## src/rtl/fetch_sequencer_if.sv

```systemverilog
// Bus bundle between the fetch sequencer, the program counter, program memory and execute.
// The sequencer side uses the master modport; the surrounding environment uses slave.
interface fetch_sequencer_if;
    logic [15:0]       CounterValue;
    logic [15:0]       LoadValue;
    logic              LoadEnable;
    logic signed [8:0] Offset;
    logic              OffsetEnable;
    logic [15:0]       InstrAddress;
    logic              InstrRead;
    logic              InstrReady;
    logic [15:0]       InstrData;
    logic [1:0]        Flags;
    logic [15:0]       InstrOut;
    logic [15:0]       InstrPC;
    logic              InstrValid;
    logic              InstrAccept;

    modport master (
        input  CounterValue, InstrReady, InstrData, Flags, InstrAccept,
        output LoadValue, LoadEnable, Offset, OffsetEnable,
               InstrAddress, InstrRead, InstrOut, InstrPC, InstrValid
    );

    modport slave (
        output CounterValue, InstrReady, InstrData, Flags, InstrAccept,
        input  LoadValue, LoadEnable, Offset, OffsetEnable,
               InstrAddress, InstrRead, InstrOut, InstrPC, InstrValid
    );
endinterface

```

## src/rtl/fetch_sequencer.sv

```systemverilog
// Instruction fetch and control-flow sequencer: fetches words, resolves JMP/BR itself,
// hands ordinary instructions to execute, and commands the free-running counter each cycle.
module fetch_sequencer (
    input  logic              Clock,
    input  logic              Reset,
    fetch_sequencer_if.master bus
);
    typedef enum logic [2:0] {
        S_FETCH,
        S_WAIT,
        S_DECODE,
        S_OPFETCH,
        S_OPWAIT
    } state_t;

    localparam logic [3:0] OP_JMP = 4'hE;
    localparam logic [3:0] OP_BR  = 4'hF;

    state_t            state_q, state_d;
    logic [15:0]       ir_q, ir_d;
    logic [15:0]       ipc_q, ipc_d;

    logic              br_taken;
    logic [15:0]       load_value;
    logic              load_enable;
    logic signed [8:0] offset;
    logic              offset_enable;
    logic              instr_read;
    logic              instr_valid;

    // Flags are {N, Z}; codes 101..111 never branch.
    always_comb begin
        case (ir_q[11:9])
            3'b000:  br_taken = 1'b1;
            3'b001:  br_taken = bus.Flags[0];
            3'b010:  br_taken = ~bus.Flags[0];
            3'b011:  br_taken = bus.Flags[1];
            3'b100:  br_taken = ~bus.Flags[1];
            default: br_taken = 1'b0;
        endcase
    end

    always_ff @(posedge Clock) begin
        if (Reset) begin
            state_q <= S_FETCH;
            ir_q    <= 16'h0000;
            ipc_q   <= 16'h0000;
        end else begin
            state_q <= state_d;
            ir_q    <= ir_d;
            ipc_q   <= ipc_d;
        end
    end

    always_comb begin
        state_d       = state_q;
        ir_d          = ir_q;
        ipc_d         = ipc_q;
        load_value    = 16'h0000;
        load_enable   = 1'b0;
        offset        = 9'sd0;
        offset_enable = 1'b1;
        instr_read    = 1'b0;
        instr_valid   = 1'b0;

        case (state_q)
            S_FETCH: begin
                instr_read = 1'b1;
                state_d    = S_WAIT;
            end
            S_WAIT: begin
                if (bus.InstrReady) begin
                    ir_d    = bus.InstrData;
                    ipc_d   = bus.CounterValue;
                    state_d = S_DECODE;
                end
            end
            S_DECODE: begin
                // The counter still holds IPC here, so a taken branch offset lands on IPC+offset.
                if (ir_q[15:12] == OP_BR) begin
                    offset_enable = br_taken;
                    offset        = br_taken ? $signed(ir_q[8:0]) : 9'sd0;
                    state_d       = S_FETCH;
                end else if (ir_q[15:12] == OP_JMP) begin
                    offset_enable = 1'b0;
                    state_d       = S_OPFETCH;
                end else begin
                    instr_valid = 1'b1;
                    if (bus.InstrAccept) begin
                        offset_enable = 1'b0;
                        state_d       = S_FETCH;
                    end
                end
            end
            S_OPFETCH: begin
                instr_read = 1'b1;
                state_d    = S_OPWAIT;
            end
            S_OPWAIT: begin
                if (bus.InstrReady) begin
                    load_enable   = 1'b1;
                    offset_enable = 1'b0;
                    load_value    = bus.InstrData;
                    state_d       = S_FETCH;
                end
            end
            default: state_d = S_FETCH;
        endcase

        if (Reset) begin
            load_value    = 16'h0000;
            load_enable   = 1'b0;
            offset        = 9'sd0;
            offset_enable = 1'b1;
            instr_read    = 1'b0;
            instr_valid   = 1'b0;
        end
    end

    assign bus.LoadValue    = load_value;
    assign bus.LoadEnable   = load_enable;
    assign bus.Offset       = offset;
    assign bus.OffsetEnable = offset_enable;
    assign bus.InstrAddress = bus.CounterValue;
    assign bus.InstrRead    = instr_read;
    assign bus.InstrOut     = ir_q;
    assign bus.InstrPC      = ipc_q;
    assign bus.InstrValid   = instr_valid;
endmodule

```

## src/flat_wrapper.sv

```systemverilog
// flat-port wrapper written by rule: the top's interface ports become plain ports
module fetch_sequencer_flat 
  (Clock, Reset, bus_CounterValue, bus_InstrReady, bus_InstrData, bus_Flags, bus_InstrAccept, bus_LoadValue, bus_LoadEnable, bus_Offset, bus_OffsetEnable, bus_InstrAddress, bus_InstrRead, bus_InstrOut, bus_InstrPC, bus_InstrValid);
  fetch_sequencer_if bus_i ();
  input  logic Clock;
  input  logic Reset;
  input wire logic [$bits(bus_i.CounterValue)-1:0] bus_CounterValue;
  input wire logic [$bits(bus_i.InstrReady)-1:0] bus_InstrReady;
  input wire logic [$bits(bus_i.InstrData)-1:0] bus_InstrData;
  input wire logic [$bits(bus_i.Flags)-1:0] bus_Flags;
  input wire logic [$bits(bus_i.InstrAccept)-1:0] bus_InstrAccept;
  output wire logic [$bits(bus_i.LoadValue)-1:0] bus_LoadValue;
  output wire logic [$bits(bus_i.LoadEnable)-1:0] bus_LoadEnable;
  output wire logic [$bits(bus_i.Offset)-1:0] bus_Offset;
  output wire logic [$bits(bus_i.OffsetEnable)-1:0] bus_OffsetEnable;
  output wire logic [$bits(bus_i.InstrAddress)-1:0] bus_InstrAddress;
  output wire logic [$bits(bus_i.InstrRead)-1:0] bus_InstrRead;
  output wire logic [$bits(bus_i.InstrOut)-1:0] bus_InstrOut;
  output wire logic [$bits(bus_i.InstrPC)-1:0] bus_InstrPC;
  output wire logic [$bits(bus_i.InstrValid)-1:0] bus_InstrValid;
  assign bus_i.CounterValue = bus_CounterValue;
  assign bus_i.InstrReady = bus_InstrReady;
  assign bus_i.InstrData = bus_InstrData;
  assign bus_i.Flags = bus_Flags;
  assign bus_i.InstrAccept = bus_InstrAccept;
  assign bus_LoadValue = bus_i.LoadValue;
  assign bus_LoadEnable = bus_i.LoadEnable;
  assign bus_Offset = bus_i.Offset;
  assign bus_OffsetEnable = bus_i.OffsetEnable;
  assign bus_InstrAddress = bus_i.InstrAddress;
  assign bus_InstrRead = bus_i.InstrRead;
  assign bus_InstrOut = bus_i.InstrOut;
  assign bus_InstrPC = bus_i.InstrPC;
  assign bus_InstrValid = bus_i.InstrValid;
  fetch_sequencer u_core (.Clock(Clock), .Reset(Reset), .bus(bus_i));
endmodule
```

## config.mk

```make
export PLATFORM = sky130hd
export DESIGN_NAME = fetch_sequencer_flat
export DESIGN_NICKNAME = d
export VERILOG_FILES = /design/src/rtl/fetch_sequencer_if.sv /design/src/rtl/fetch_sequencer.sv /design/src/flat_wrapper.sv
export SDC_FILE = /design/constraint.sdc
export NUM_CORES = 1
export LEC_CHECK = 0
export BUFFER_PORTS_ARGS = -buffer_cell sky130_fd_sc_hd__buf_4
export CORE_MARGIN = 5
export CORE_UTILIZATION = 42
export DETAILED_ROUTE_END_ITERATION = 10
export GPL_ROUTABILITY_DRIVEN = 0
export PLACE_DENSITY = 0.8
export SLEW_MARGIN = 5
export SYNTH_ARGS = -nofsm -noshare
export SYNTH_HDL_FRONTEND = slang
export SYNTH_SLANG_ARGS = --single-unit
```

## constraint.sdc

```tcl
create_clock -name Clock -period 1.5 [get_ports Clock]
set_clock_uncertainty 0.05 [all_clocks]
set_input_delay 0 -clock Clock [delete_from_list [all_inputs] [get_ports Clock]]
set_output_delay 0 -clock Clock [all_outputs]
set_load 0.005 [all_outputs]
```

Yosys cells after proc, flatten, opt, wreduce, memory -nomap -nowiden
Cells that the tools add are included.

Bits in registers: 35. Input port bits: 38. Output and inout bits: 77. Word-level logic and storage cells: 52.

Equality and inequality tests: 13. Multiplexer cells: 29. Bitwise gates (word level): 2. Reduce and logical (&&, ||, !) cells: 5.

Operator list (count): 2-to-1 mux 16 bit (3); 2-to-1 mux 9 bit (4); 2-to-1 mux 3 bit (5); case mux 3 bit (5 select lines) (1); 2-to-1 mux 1 bit (14); == test 3 x 2 -> 1 bit (second input constant) (4); == test 4 bit (second input constant) (2); == test 3 x 1 -> 1 bit (second input constant) (2); == test 3 bit (second input constant) (2); logical NOT 3 bit (2); case mux 1 bit (5 select lines) (1); inequality test 2 bit (second input constant) (2); inequality test 4 x 2 -> 1 bit (second input constant) (1); AND reduction 3 bit (1); NOT 1 bit (2); case mux 1 bit (2 select lines) (1); AND reduction 2 bit (1); OR reduction 2 bit (1).

Longest topological paths before layout
Gate-level depths: netlist of the first run.

Word-level depth: 6. Gate-level depth with buffers: 6. Depth with buffers taken out: 3.

Least setup slack after synthesis of the first run
No wires, ideal clock.

Path kind: register to register. Start point: reg u_core.state_q[2]. End point: reg u_core.ir_q[8] (netlist: u_core.bus.InstrOut[8]). Setup time: 0.071 ns. Data arrival time: 1.120 ns. Required time: 1.379 ns. Setup slack: 0.260 ns. Cell stages (with the launch flop): 7. Path buffers: 3. Clock period less this slack: 1.240 ns. Cells stage by stage: dfxtp_1 > buf_4 > nor4bb_1 > buf_2 > buf_6 > nand2_1 > a21oi_1.

Word-level cells in the longest chain between the ends: 2.

RTL lines: start, declared (line fetch_sequencer.sv:19) `state_t state_q, state_d;`; start signal, assigned (line fetch_sequencer.sv:49) `state_q <= state_d;`; == test 3 x 1 -> 1 bit (line fetch_sequencer.sv:66) `case (state_q)`; AND reduction 2 bit (no source line); end signal, assigned (line fetch_sequencer.sv:50) `ir_q <= ir_d;`; end, declared (line fetch_sequencer.sv:20) `logic [15:0] ir_q, ir_d;`.

Every way passes these cells. A chain may end at the register's enable or synchronous reset.

Final worst setup path of the first run
Start point: reg u_core.state_q[2]. End point: out bus_Offset[8].

Word-level cells in the longest chain between the ends: 3.

RTL lines: == test 3 x 2 -> 1 bit (line fetch_sequencer.sv:66); 2-to-1 mux 9 bit (line fetch_sequencer.sv:66); 2-to-1 mux 9 bit (line fetch_sequencer.sv:110) `if (Reset) begin`; end, declared (line flat_wrapper.sv:14) `output wire logic [$bits(bus_i.Offset)-1:0] bus_Offset;`.

Every way passes these cells.

==> results of run 1 <==
state kept, by name, summed over array words and instances, names as in the netlist:
| signal | count |
|---|---|
| u_core.bus.InstrPC | 16 |
| u_core.state_q | 3 |
| u_core.bus.InstrOut | 16 |
logic make-up (layout without fill, tap and decap cells):
group | Yosys count | in the layout
AOI/OAI and AO/OA | 39 | 39
buffers and inverters | 36 | 184
DFF | 35 | 35
xor gates and xnor gates | 3 | 3
and+or+nand+nor | 112 | 113
worst min-delay path: cells and delay by family:
family | cells | cell delay, ps
compound gates | 1 | 70
buf+inv | 1 | 130
simple gates | 2 | 130
timing repair:
item / 4_1_cts / 5_1_grt
gates resized for setup: 27 / 43
setup buffers: 5 / 5
setup endpoints to repair: 27 / 27
hold endpoints to repair: 33 / 0
hold buffers: 33 / 0
cloned: 1 / 1
pin swaps: 6 / 17
cell type report:
| class | instances | area, µm² |
|---|---|---|
| Clock buffer | 7 | 76.3 |
| Clock inverter | 1 | 5.00 |
| Fill cell | 241 | 676 |
| Inverter | 3 | 11.3 |
| Multi-Input combinational cell | 155 | 1040 |
| Sequential cell | 35 | 714 |
| Tap cell | 50 | 62.6 |
| Timing Repair Buffer | 173 | 1470 |
power groups by stage:
| stage | Clock [mW] | Sequential, mW | Combinational [mW] |
|---|---|---|---|
| floorplan | 0 | 1.06 | 0.301 |
| detailed placement | 0 | 1.06 | 0.555 |
| CTS | 0.663 | 1.05 | 0.669 |
| global placement | 0 | 1.06 | 0.545 |
| global route | 0.724 | 1.06 | 0.773 |
| finish | 0.660 | 1.05 | 0.719 |
cells in the final DEF, fill, tap and decap left out, types with 2 or more instances in the layout:
cell type                       Yosys  routed
sky130_fd_sc_hd__nor2_1             4       4
sky130_fd_sc_hd__nand2_1           69      68
sky130_fd_sc_hd__a21oi_1           32      32
sky130_fd_sc_hd__dfxtp_2            0       2
sky130_fd_sc_hd__nor3_1             2       2
sky130_fd_sc_hd__nor4b_4            0       3
sky130_fd_sc_hd__nand3_4            1       2
sky130_fd_sc_hd__xnor2_1            2       2
sky130_fd_sc_hd__nor4b_2            0       7
sky130_fd_sc_hd__inv_1              3       3
sky130_fd_sc_hd__clkbuf_8           0       5
sky130_fd_sc_hd__nand3_1            2       2
sky130_fd_sc_hd__buf_6              5      22
sky130_fd_sc_hd__dfxtp_4            0       3
sky130_fd_sc_hd__buf_4             17     117
sky130_fd_sc_hd__clkbuf_1           5       2
sky130_fd_sc_hd__and2_4             0      16
sky130_fd_sc_hd__dlygate4sd3_1      0      33
sky130_fd_sc_hd__dfxtp_1           35      30
through the flow:
| step | cells | instance area, µm² |
|---|---|---|
| 6_report | 424 | 3380 |
| 5_1_grt | 424 | 3380 |
| 4_1_cts | 418 | 3190 |
| 3_5_place_dp | 371 | 2600 |
| 3_3_place_gp | 371 | 2600 |
| 2_1_floorplan | 225 | 1790 |
layer usage:
metal	vias up	GRT usage, %	part of all wire [%]
li1	1025	-	-
met1	1003	23.6	36
met5	-	0	0
met3	16	6.68	8.7
met2	98	42.0	54
met4	0	3.88	2.1
final timing paths:
check	from	end	cells after the start
worst max register to register	u_core.state_q[1]	u_core.bus.InstrOut[15]	6
worst max-delay path	u_core.state_q[2]	bus_Offset[8]	5
worst min register to register	u_core.bus.InstrPC[14]	u_core.bus.InstrPC[14]	2
worst min-delay path	bus_InstrReady	u_core.state_q[0]	4
==> metrics.txt, run 1 <==
# TYPE chip_impl_metric gauge
chip_impl_info{name="run_status",value="complete, but fails checks"} 1
chip_impl_info{name="violations",value="negative setup slack"} 1
chip_impl_metric{name="post_synth_inst_count",unit=""} 225
chip_impl_metric{name="cp.required",unit="ps"} 1450
chip_impl_metric{name="die_h",unit="µm"} 75.2
chip_impl_metric{name="rows",unit=""} 23
chip_impl_metric{name="grt_pass1_wl",unit="µm"} 9530
chip_impl_metric{name="ys_types",unit=""} 31
chip_impl_metric{name="clock_tree.htree_level_count",unit=""} 2
chip_impl_info{name="cts_root_buffer",value="sky130_fd_sc_hd__clkbuf_8"} 1
chip_impl_metric{name="finalHoldViolCount",unit=""} 0
chip_impl_metric{name="critical_path.max_fanout",unit=""} 5
chip_impl_metric{name="layout_worst_path_cycle_share",unit="%"} 111
chip_impl_info{name="synth_top_flop_cell",value="sky130_fd_sc_hd__dfxtp_1"} 1
chip_impl_metric{name="syn_avg_cell_area",unit="µm²"} 7.94
chip_impl_metric{name="p_switching",unit="µW"} 706
chip_impl_metric{name="detailroute.via_count",unit=""} 2142
chip_impl_info{name="synthDominantAreaCellType",value="sky130_fd_sc_hd__dfxtp_1"} 1
chip_impl_metric{name="floorplan.initialDensity",unit="%"} 44.0
chip_impl_metric{name="combinationalPowerShare",unit="%"} 29.6
chip_impl_info{name="clock_tree_from_tritoncts",value="yes"} 1
chip_impl_metric{name="floorplan.die_area",unit="µm²"} 5660
chip_impl_metric{name="vdd.ir_drop.worst",unit="V"} 0.000761
chip_impl_metric{name="drt-wirelength-per-cell",unit="µm"} 15.7
chip_impl_metric{name="yosys.area_share.xor_xnor",unit="%"} 1.47
chip_impl_metric{name="worstSkewPairLatency",unit="ps"} 280
chip_impl_metric{name="p_clk_share",unit="%"} 27.2
chip_impl_metric{name="routed_wl",unit="µm"} 6670
chip_impl_metric{name="timing.final.ws_setup",unit="ps"} -171
chip_impl_info{name="min_path_type",value="input port to flop"} 1
chip_impl_metric{name="antennaDiodeCount",unit=""} 0
chip_impl_metric{name="synthAdderAreaFrac",unit="%"} 0
chip_impl_info{name="post-synth-top-count-cell",value="sky130_fd_sc_hd__nand2_1"} 1
chip_impl_metric{name="cp.arrival",unit="ps"} 1620
chip_impl_metric{name="global_route.usage.total",unit="%"} 21.8
chip_impl_metric{name="post-route-min-period",unit="ps"} 1670
chip_impl_metric{name="globalRoute.totalOverflow",unit=""} 0
chip_impl_metric{name="finalSetupTns",unit="ps"} -2580
chip_impl_info{name="post_synth_most_frequent_cells",value="sky130_fd_sc_hd__nand2_1, sky130_fd_sc_hd__dfxtp_1, sky130_fd_sc_hd__a21oi_1"} 1
chip_impl_metric{name="power_per_cell_area",unit="nW/µm²"} 719
chip_impl_metric{name="fin_nets",unit=""} 411
chip_impl_info{name="timing_worst_setup_path_type",value="flop to primary output"} 1
chip_impl_metric{name="slew_viol_final",unit=""} 0
chip_impl_metric{name="drive_gt1_share",unit="%"} 50.3
chip_impl_metric{name="cts.sink_count",unit=""} 35
chip_impl_metric{name="synth_top_cell_area_share",unit="%"} 39.2
chip_impl_info{name="timing.critical_path.from_type",value="flop"} 1
chip_impl_metric{name="final-setup-viol-count",unit=""} 28
chip_impl_metric{name="tightestPinTransition",unit="ps"} 440
chip_impl_info{name="dominant_combinational_cell_family_by_area_after_synthesis",value="simple AND/OR/NAND/NOR gates"} 1
chip_impl_metric{name="yosys_register_bits",unit=""} 35
chip_impl_info{name="cp_cell_sequence",value="nor3b_4 -> buf_6 -> nand3_4 -> nor4b_4 -> buf_4"} 1
chip_impl_metric{name="i_o_pin_cnt",unit=""} 115
chip_impl_metric{name="sequentialPowerShare",unit="%"} 43.3
chip_impl_metric{name="internal_power",unit="mW"} 1.73
chip_impl_metric{name="pre_cts_slack",unit="ps"} 47.0
chip_impl_metric{name="cts.clk_slew.worst_paths",unit="ps"} 70
chip_impl_metric{name="core",unit="µm²"} 4060
chip_impl_metric{name="maxClockFrequency",unit="GHz"} 0.599
chip_impl_metric{name="drcViolationCount",unit=""} 0
chip_impl_metric{name="cts_inserted_buffers",unit=""} 5
chip_impl_metric{name="detailed_router_s_first_iteration_violation_count",unit=""} 139
chip_impl_metric{name="cp_slowest_stage_delay",unit="ps"} 360
chip_impl_metric{name="grt_start_max_net_pins",unit=""} 32
chip_impl_metric{name="synth_fp_nets",unit=""} 263
chip_impl_metric{name="first_global_vias",unit=""} 2063
chip_impl_metric{name="fin_util",unit="%"} 83.3
chip_impl_metric{name="power_leakage",unit="nW"} 1.46
chip_impl_metric{name="max_cap_viol_count",unit=""} 0
chip_impl_metric{name="die_width",unit="µm"} 75.2
chip_impl_metric{name="dp_hpwl",unit="µm"} 4060
chip_impl_info{name="crit_path_end_kind",value="primary output"} 1
chip_impl_metric{name="worst_max_slew_margin_expressed_relative_to_the_limit",unit="%"} 70.7
chip_impl_metric{name="worst-r2r-setup-slack",unit="ps"} -60
chip_impl_info{name="slowest_stage",value="sky130_fd_sc_hd__dfxtp_4"} 1
chip_impl_metric{name="route.antenna.remaining_nets",unit=""} 0
chip_impl_info{name="grt_setup_unrepaired",value="true"} 1
chip_impl_info{name="top_cells_by_area_in_the_synthesized_netlist",value="sky130_fd_sc_hd__dfxtp_1, sky130_fd_sc_hd__nand2_1, sky130_fd_sc_hd__a21oi_1"} 1
chip_impl_metric{name="seq_area_frac_synth",unit="%"} 39.2
chip_impl_metric{name="drt_pre_antenna_iters",unit=""} 4
chip_impl_metric{name="synthMuxAreaShare",unit="%"} 0
chip_impl_metric{name="input_output_buffers",unit=""} 114
chip_impl_metric{name="synthSimpleGateAreaFrac",unit="%"} 33.1
chip_impl_metric{name="hold_ws",unit="ps"} 34.0
chip_impl_metric{name="drt-vias-per-instance",unit=""} 5.05
chip_impl_metric{name="number_of_synthesized_flops_with_an_enable_pin",unit=""} 0
chip_impl_metric{name="syn2layout_area_growth",unit="%"} 89.3
chip_impl_metric{name="swShare",unit="%"} 29.0
chip_impl_metric{name="cp.buffers_inverters",unit=""} 2
chip_impl_metric{name="synth-compound-area-share",unit="%"} 12.6
chip_impl_info{name="timing.critical_path.max_delay_family",value="simple AND/OR/NAND/NOR gates"} 1
chip_impl_metric{name="ys.warnings.count",unit=""} 0
chip_impl_metric{name="synth_async_sr_flop_share",unit="%"} 0
chip_impl_metric{name="antenna_found_initial",unit=""} 0
chip_impl_metric{name="finalPower",unit="mW"} 2.43
chip_impl_metric{name="ctsLongestPathBuffers",unit=""} 2
chip_impl_metric{name="netlist_area",unit="µm²"} 1790
Note: power is estimated with default switching activity, not from simulation.
==> run 2, diff against run 1 <==
--- a/config.mk
+++ b/config.mk
@@ -10,8 +10,9 @@
 export CORE_UTILIZATION = 42
 export DETAILED_ROUTE_END_ITERATION = 10
 export GPL_ROUTABILITY_DRIVEN = 0
-export PLACE_DENSITY = 0.8
+export PLACE_DENSITY = 0.79
 export SLEW_MARGIN = 5
 export SYNTH_ARGS = -nofsm -noshare
 export SYNTH_HDL_FRONTEND = slang
 export SYNTH_SLANG_ARGS = --single-unit
+export TNS_END_PERCENT = 20
==> run 2 against run 1 <==
  * The run still ends with negative setup slack left
  * Wire length fell by 4.9%
  * Count of clock-buffer cells in the layout fell by 1
  * Register-to-register slack improved by 110 ps
  * Final area fell by 3.4%
  * Sequential power barely moved
  * Non-clock buffer count fell by 4
  * Clock power rose by 2%
  * Largest power group unchanged
  * Cell count fell by 0.94%
  * Critical path depth did not move
  * Core utilization fell by 2.8 points
  * Via count fell by 4.2%
  * Worst hold slack improved by 59 ps
==> metrics.txt, run 2 (synthesis gave the netlist of run 1 again) <==
# TYPE chip_impl_metric gauge
chip_impl_info{name="run_status",value="complete, but fails checks"} 1
chip_impl_info{name="violations",value="negative setup slack"} 1
chip_impl_metric{name="i_o_pin_cnt",unit=""} 115
chip_impl_metric{name="input_output_buffers",unit=""} 114
chip_impl_metric{name="cts.clk_slew.worst_paths",unit="ps"} 70
chip_impl_info{name="min_path_type",value="input port to flop"} 1
chip_impl_metric{name="final-setup-viol-count",unit=""} 27
chip_impl_metric{name="layout_worst_path_cycle_share",unit="%"} 108
chip_impl_metric{name="die_width",unit="µm"} 75.2
chip_impl_metric{name="dp_hpwl",unit="µm"} 4100
chip_impl_info{name="grt_setup_unrepaired",value="true"} 1
chip_impl_metric{name="tightestPinTransition",unit="ps"} 447
chip_impl_metric{name="max_cap_viol_count",unit=""} 0
chip_impl_metric{name="worst-r2r-setup-slack",unit="ps"} 50
chip_impl_metric{name="cp.arrival",unit="ps"} 1570
chip_impl_metric{name="dpl_cell_area",unit="µm²"} 2600
chip_impl_info{name="final_common_cell",value="sky130_fd_sc_hd__buf_4"} 1
chip_impl_metric{name="rows",unit=""} 23
chip_impl_metric{name="pre_cts_slack",unit="ps"} 13.2
chip_impl_metric{name="cts_inserted_buffers",unit=""} 5
chip_impl_info{name="cts_root_buffer",value="sky130_fd_sc_hd__clkbuf_8"} 1
chip_impl_info{name="timing_worst_setup_path_type",value="flop to primary output"} 1
chip_impl_metric{name="cts.sink_count",unit=""} 35
chip_impl_metric{name="finish.instance_area",unit="µm²"} 3270
chip_impl_info{name="holdCritStartpoint",value="bus_InstrReady"} 1
chip_impl_metric{name="first_global_vias",unit=""} 2063
chip_impl_metric{name="detailed_router_s_first_iteration_violation_count",unit=""} 90
chip_impl_metric{name="post-route-min-period",unit="ps"} 1620
chip_impl_info{name="crit_path_end_kind",value="primary output"} 1
chip_impl_metric{name="grt_pass1_wl",unit="µm"} 9540
chip_impl_metric{name="critical_path.max_fanout",unit=""} 5
chip_impl_info{name="hold_end",value="u_core.state_q[2]"} 1
chip_impl_metric{name="floorplan.die_area",unit="µm²"} 5660
chip_impl_metric{name="floorplan.initialDensity",unit="%"} 44.0
chip_impl_metric{name="power_per_cell_area",unit="nW/µm²"} 743
chip_impl_metric{name="worst_max_slew_margin_expressed_relative_to_the_limit",unit="%"} 70.2
chip_impl_metric{name="clock_tree.htree_level_count",unit=""} 2
chip_impl_metric{name="ctsLongestPathBuffers",unit=""} 2
chip_impl_metric{name="drive_gt1_share",unit="%"} 46.2
chip_impl_metric{name="drt_pre_antenna_iters",unit=""} 4
chip_impl_metric{name="power_leakage",unit="nW"} 1.41
chip_impl_metric{name="antenna_found_initial",unit=""} 0
chip_impl_metric{name="cp.required",unit="ps"} 1450
chip_impl_info{name="timing.critical_path.from_type",value="flop"} 1
chip_impl_metric{name="routed_wl",unit="µm"} 6340
chip_impl_metric{name="detailroute.via_count",unit=""} 2053
chip_impl_metric{name="grt_start_max_net_pins",unit=""} 30
chip_impl_metric{name="slew_viol_final",unit=""} 0
chip_impl_metric{name="worstSkewPairLatency",unit="ps"} 280
chip_impl_metric{name="whs_path_depth",unit=""} 4
chip_impl_metric{name="maxClockFrequency",unit="GHz"} 0.618
chip_impl_info{name="crit-reg2reg-capture",value="u_core.state_q[1]"} 1
chip_impl_metric{name="ff2ff_path_depth",unit=""} 6
chip_impl_metric{name="die_h",unit="µm"} 75.2
chip_impl_info{name="final_cell_mix",value="sky130_fd_sc_hd__buf_4, sky130_fd_sc_hd__nand2_1, sky130_fd_sc_hd__dlygate4sd3_1, sky130_fd_sc_hd__a21oi_1, sky130_fd_sc_hd__dfxtp_1"} 1
chip_impl_metric{name="drcViolationCount",unit=""} 0
chip_impl_metric{name="vdd.ir_drop.worst",unit="V"} 0.000648
chip_impl_metric{name="fin_util",unit="%"} 80.5
chip_impl_metric{name="global_route.usage.total",unit="%"} 21.7
chip_impl_metric{name="globalRoute.totalOverflow",unit=""} 0
chip_impl_metric{name="timing.final.ws_setup",unit="ps"} -117
chip_impl_info{name="rr_startpoint",value="u_core.state_q[0]"} 1
chip_impl_metric{name="syn2layout_area_growth",unit="%"} 82.9
chip_impl_metric{name="fin_nets",unit=""} 407
chip_impl_metric{name="route.antenna.remaining_nets",unit=""} 0
chip_impl_metric{name="finalHoldViolCount",unit=""} 0
chip_impl_info{name="clock_tree_from_tritoncts",value="yes"} 1
chip_impl_metric{name="drt-wirelength-per-cell",unit="µm"} 15.1
chip_impl_metric{name="antennaDiodeCount",unit=""} 0
chip_impl_metric{name="core",unit="µm²"} 4060
chip_impl_metric{name="drt-vias-per-instance",unit=""} 4.89
==> run 2: worst max-delay path: stages, from the launching register on <==
cell                      delay [ps]
sky130_fd_sc_hd__dfxtp_4         370
sky130_fd_sc_hd__nor3b_4         180
sky130_fd_sc_hd__buf_6           150
sky130_fd_sc_hd__nand3_4         160
sky130_fd_sc_hd__nor4b_4         270
sky130_fd_sc_hd__buf_4           160
==> run 2: power by group <==
group          leakage (nW)  total (mW)  internal, mW  switching (mW)
Clock                0.0412       0.674         0.325           0.349
Combinational          1.08       0.699         0.392           0.308
Sequential            0.288        1.05         0.997          0.0579
Total                  1.41        2.43          1.71           0.715
==> run 2: layer usage <==
metal	up-vias	global-route usage, %	part of all wire (%)
met5	-	0	0
met4	0	5.63	0.95
met3	6	6.01	8.2
met2	74	40.5	53
met1	955	24.1	37
li1	1018	-	-
==> run 2: per-stage QoR <==
| step | hold slack [ps] | total power [mW] | setup TNS (ps) | std cells |
|---|---|---|---|---|
| 6_report | 93.1 | 2.43 | -1890 | 420 |
| 4_1_cts | 70.9 | 2.40 | -1700 | 418 |
| 3_5_place_dp | 128 | 1.62 | 0 | 371 |
| 2_1_floorplan | 30.8 | 1.36 | 0 | 225 |
| 3_3_place_gp | 128 | 1.61 | 0 | 371 |
| 5_1_grt | 120 | 2.53 | -3710 | 420 |
==> run 2: layout make-up <==
class,count,area (µm²)
Sequential cell,35,713
Inverter,3,11.3
Clock buffer,6,72.6
Clock inverter,2,12.5
Tap cell,50,62.6
Multi-Input combinational cell,155,1030
Timing Repair Buffer,169,1370
Fill cell,280,790
==> run 2: repair_timing <==
action	in CTS	in global routing
gates cloned	1	0
hold buffers	34	0
endpoints found under the setup margin	27	28
hold endpoints to repair	34	0
setup buffers	5	2
resized for setup	27	10
pin swaps	10	6
==> run 2: how the worst max path moves through the flow <==
stage                            start                      to  slack [ps]  cells after the start
6_report             u_core.state_q[0]           bus_Offset[0]        -120                      5
5_1_grt              u_core.state_q[1]           bus_Offset[6]        -190                      5
4_1_cts        u_core.bus.InstrOut[11]        bus_OffsetEnable        -130                      5
3_5_place_dp   u_core.bus.InstrOut[10]           bus_Offset[1]          10                      5
3_3_place_gp   u_core.bus.InstrOut[10]           bus_Offset[1]         110                      5
2_1_floorplan        u_core.state_q[2]  u_core.bus.InstrOut[8]         260                      6
==> run 3, diff against run 2 <==
--- a/config.mk
+++ b/config.mk
@@ -6,10 +6,10 @@
 export NUM_CORES = 1
 export LEC_CHECK = 0
 export BUFFER_PORTS_ARGS = -buffer_cell sky130_fd_sc_hd__buf_4
-export CORE_MARGIN = 5
 export CORE_UTILIZATION = 42
 export DETAILED_ROUTE_END_ITERATION = 10
 export GPL_ROUTABILITY_DRIVEN = 0
+export GPL_TIMING_DRIVEN = 0
 export PLACE_DENSITY = 0.79
 export SLEW_MARGIN = 5
 export SYNTH_ARGS = -nofsm -noshare
==> run 3 against run 2 <==
  * The flow still finishes with violations (negative setup slack)
  * Total power rose by 3.4%
  * Setup slack worse by 130 ps
  * First-iteration DRC count is 41% higher
  * Critical path type unchanged
==> metrics.txt, run 3 (synthesis gave the netlist of run 1 again) <==
# TYPE chip_impl_metric gauge
chip_impl_metric{name="drt-wirelength-per-cell",unit="µm"} 16.0
chip_impl_info{name="timing.critical_path.from_type",value="flop"} 1
chip_impl_metric{name="hold_ws",unit="ps"} 20.2
chip_impl_metric{name="cts_inserted_buffers",unit=""} 5
chip_impl_info{name="violations",value="negative setup slack"} 1
chip_impl_metric{name="dpl_cell_area",unit="µm²"} 2710
chip_impl_metric{name="floorplan.die_area",unit="µm²"} 4520
chip_impl_metric{name="antenna_found_initial",unit=""} 0
chip_impl_info{name="holdCritStartpoint",value="bus_InstrReady"} 1
chip_impl_metric{name="power_leakage",unit="nW"} 1.54
chip_impl_info{name="clock_tree_from_tritoncts",value="yes"} 1
chip_impl_info{name="min_path_type",value="input port to flop"} 1
chip_impl_metric{name="worst_max_slew_margin_expressed_relative_to_the_limit",unit="%"} 53.3
chip_impl_metric{name="drive_gt1_share",unit="%"} 51.0
chip_impl_metric{name="input_output_buffers",unit=""} 114
chip_impl_metric{name="detailed_router_s_first_iteration_violation_count",unit=""} 127
chip_impl_metric{name="timing.final.ws_setup",unit="ps"} -244
chip_impl_metric{name="finish.instance_area",unit="µm²"} 3510
chip_impl_metric{name="cts.sink_count",unit=""} 35
chip_impl_info{name="grt_setup_unrepaired",value="true"} 1
chip_impl_metric{name="die_h",unit="µm"} 67.2
chip_impl_metric{name="detailroute.via_count",unit=""} 2259
chip_impl_info{name="cts_root_buffer",value="sky130_fd_sc_hd__clkbuf_8"} 1
chip_impl_info{name="final_common_cell",value="sky130_fd_sc_hd__buf_4"} 1
chip_impl_metric{name="vdd.ir_drop.worst",unit="V"} 0.000539
chip_impl_info{name="timing_worst_setup_path_type",value="flop to primary output"} 1
chip_impl_metric{name="globalRoute.totalOverflow",unit=""} 0
chip_impl_metric{name="max_cap_viol_count",unit=""} 0
chip_impl_info{name="rr_startpoint",value="u_core.state_q[0]"} 1
chip_impl_metric{name="cts.clk_slew.worst_paths",unit="ps"} 70
chip_impl_metric{name="clock_tree.htree_level_count",unit=""} 2
chip_impl_metric{name="syn2layout_area_growth",unit="%"} 96.4
chip_impl_metric{name="fin_util",unit="%"} 87.1
chip_impl_metric{name="global_route.usage.total",unit="%"} 30.5
chip_impl_metric{name="maxClockFrequency",unit="GHz"} 0.574
chip_impl_metric{name="dp_hpwl",unit="µm"} 3650
chip_impl_metric{name="fin_nets",unit=""} 433
chip_impl_metric{name="cp.arrival",unit="ps"} 1690
chip_impl_metric{name="antennaDiodeCount",unit=""} 0
chip_impl_metric{name="drcViolationCount",unit=""} 0
chip_impl_metric{name="cp.required",unit="ps"} 1450
chip_impl_metric{name="worstSkewPairLatency",unit="ps"} 280
chip_impl_metric{name="grt_start_max_net_pins",unit=""} 11
chip_impl_metric{name="routed_wl",unit="µm"} 7120
chip_impl_metric{name="route.antenna.remaining_nets",unit=""} 0
chip_impl_metric{name="finalHoldViolCount",unit=""} 0
chip_impl_metric{name="i_o_pin_cnt",unit=""} 115
chip_impl_info{name="launching_instance_or_port_of_the_critical_path",value="u_core.bus.InstrOut[11]"} 1
chip_impl_info{name="run_status",value="complete, but fails checks"} 1
chip_impl_metric{name="critical_path.max_fanout",unit=""} 5
chip_impl_metric{name="ctsLongestPathBuffers",unit=""} 2
chip_impl_metric{name="tightestPinTransition",unit="ps"} 700
chip_impl_metric{name="die_width",unit="µm"} 67.2
chip_impl_metric{name="power_per_cell_area",unit="nW/µm²"} 715
chip_impl_metric{name="post-route-min-period",unit="ps"} 1740
chip_impl_metric{name="worst-r2r-setup-slack",unit="ps"} -90
chip_impl_metric{name="layout_worst_path_cycle_share",unit="%"} 116
chip_impl_metric{name="first_global_vias",unit=""} 2084
chip_impl_metric{name="rows",unit=""} 23
chip_impl_metric{name="grt_pass1_wl",unit="µm"} 10100
chip_impl_info{name="final_cell_mix",value="sky130_fd_sc_hd__buf_4, sky130_fd_sc_hd__nand2_1, sky130_fd_sc_hd__dlygate4sd3_1, sky130_fd_sc_hd__a21oi_1, sky130_fd_sc_hd__dfxtp_1"} 1
chip_impl_info{name="crit_path_end_kind",value="primary output"} 1
chip_impl_metric{name="final-setup-viol-count",unit=""} 30
chip_impl_metric{name="slew_viol_final",unit=""} 0
chip_impl_metric{name="drt-vias-per-instance",unit=""} 5.07
chip_impl_metric{name="drt_pre_antenna_iters",unit=""} 5
chip_impl_metric{name="floorplan.initialDensity",unit="%"} 44.3
chip_impl_metric{name="core",unit="µm²"} 4030
chip_impl_metric{name="pre_cts_slack",unit="ps"} -51.7
## run 3: cell types whose count changed in the layout (fill, tap and decap cells not counted), moves of 2 or more
cell and delta:
sky130_fd_sc_hd__nor4b_4 -2, sky130_fd_sc_hd__clkbuf_4 +2, sky130_fd_sc_hd__buf_6 +13, sky130_fd_sc_hd__nand2_1 -2, sky130_fd_sc_hd__and2_1 -5, sky130_fd_sc_hd__clkbuf_2 +2, sky130_fd_sc_hd__and2_4 +5, sky130_fd_sc_hd__clkbuf_1 +5
sky130_fd_sc_hd__buf_4 +5
## run 3: layer usage
layer  GRT usage, %  wire (µm)  up-vias
met5              0          0        -
met4           9.84        125        0
met3           9.29        521       17
met2           54.4       3840      114
met1           34.2       2620     1053
li1               -          -     1075
## run 3: final timing paths
check	to	cells after the start
hold / removal	u_core.state_q[0]	4
setup / recovery	bus_OffsetEnable	4
setup reg to reg	u_core.state_q[0]	5
hold reg to reg	u_core.bus.InstrPC[8]	2
## run 3: worst max-delay path: stages (launching register included)
cell	delay, ps
sky130_fd_sc_hd__dfxtp_4	390
sky130_fd_sc_hd__and4b_2	290
sky130_fd_sc_hd__a211oi_4	410
sky130_fd_sc_hd__o211ai_1	160
sky130_fd_sc_hd__buf_4	160
## run 3: report_power, final
| group | internal (mW) | total, mW | switching (mW) |
|---|---|---|---|
| Clock | 0.326 | 0.665 | 0.339 |
| Sequential | 0.995 | 1.05 | 0.0597 |
| Combinational | 0.444 | 0.790 | 0.346 |
## run 3: area by class of cell
type / instances / area (µm²)
Timing Repair Buffer: 163 / 1350
Multi-Input combinational cell: 156 / 1060
Sequential cell: 35 / 716
Fill cell: 221 / 519
Buffer: 31 / 231
Clock buffer: 7 / 76.3
Tap cell: 50 / 62.6
Inverter: 3 / 11.3
Clock inverter: 1 / 5.00
## run 3: stage by stage
step	setup TNS, ps	power [mW]	instances
detailed placement	-290	1.64	389
global placement	-10.6	1.63	389
global route	-6290	2.63	446
CTS	-3400	2.45	443
finish	-3900	2.51	446
floorplan	0	1.36	225
## run 3: what timing repair did
| item | CTS | global route |
|---|---|---|
| resized for setup | 47 | 20 |
| setup buffers | 11 | 5 |
| cloned | 3 | 0 |
| hold endpoints to repair | 33 | 0 |
| hold buffers | 33 | 0 |
| pin swaps | 20 | 7 |
| endpoints found under the setup margin | 27 | 61 |
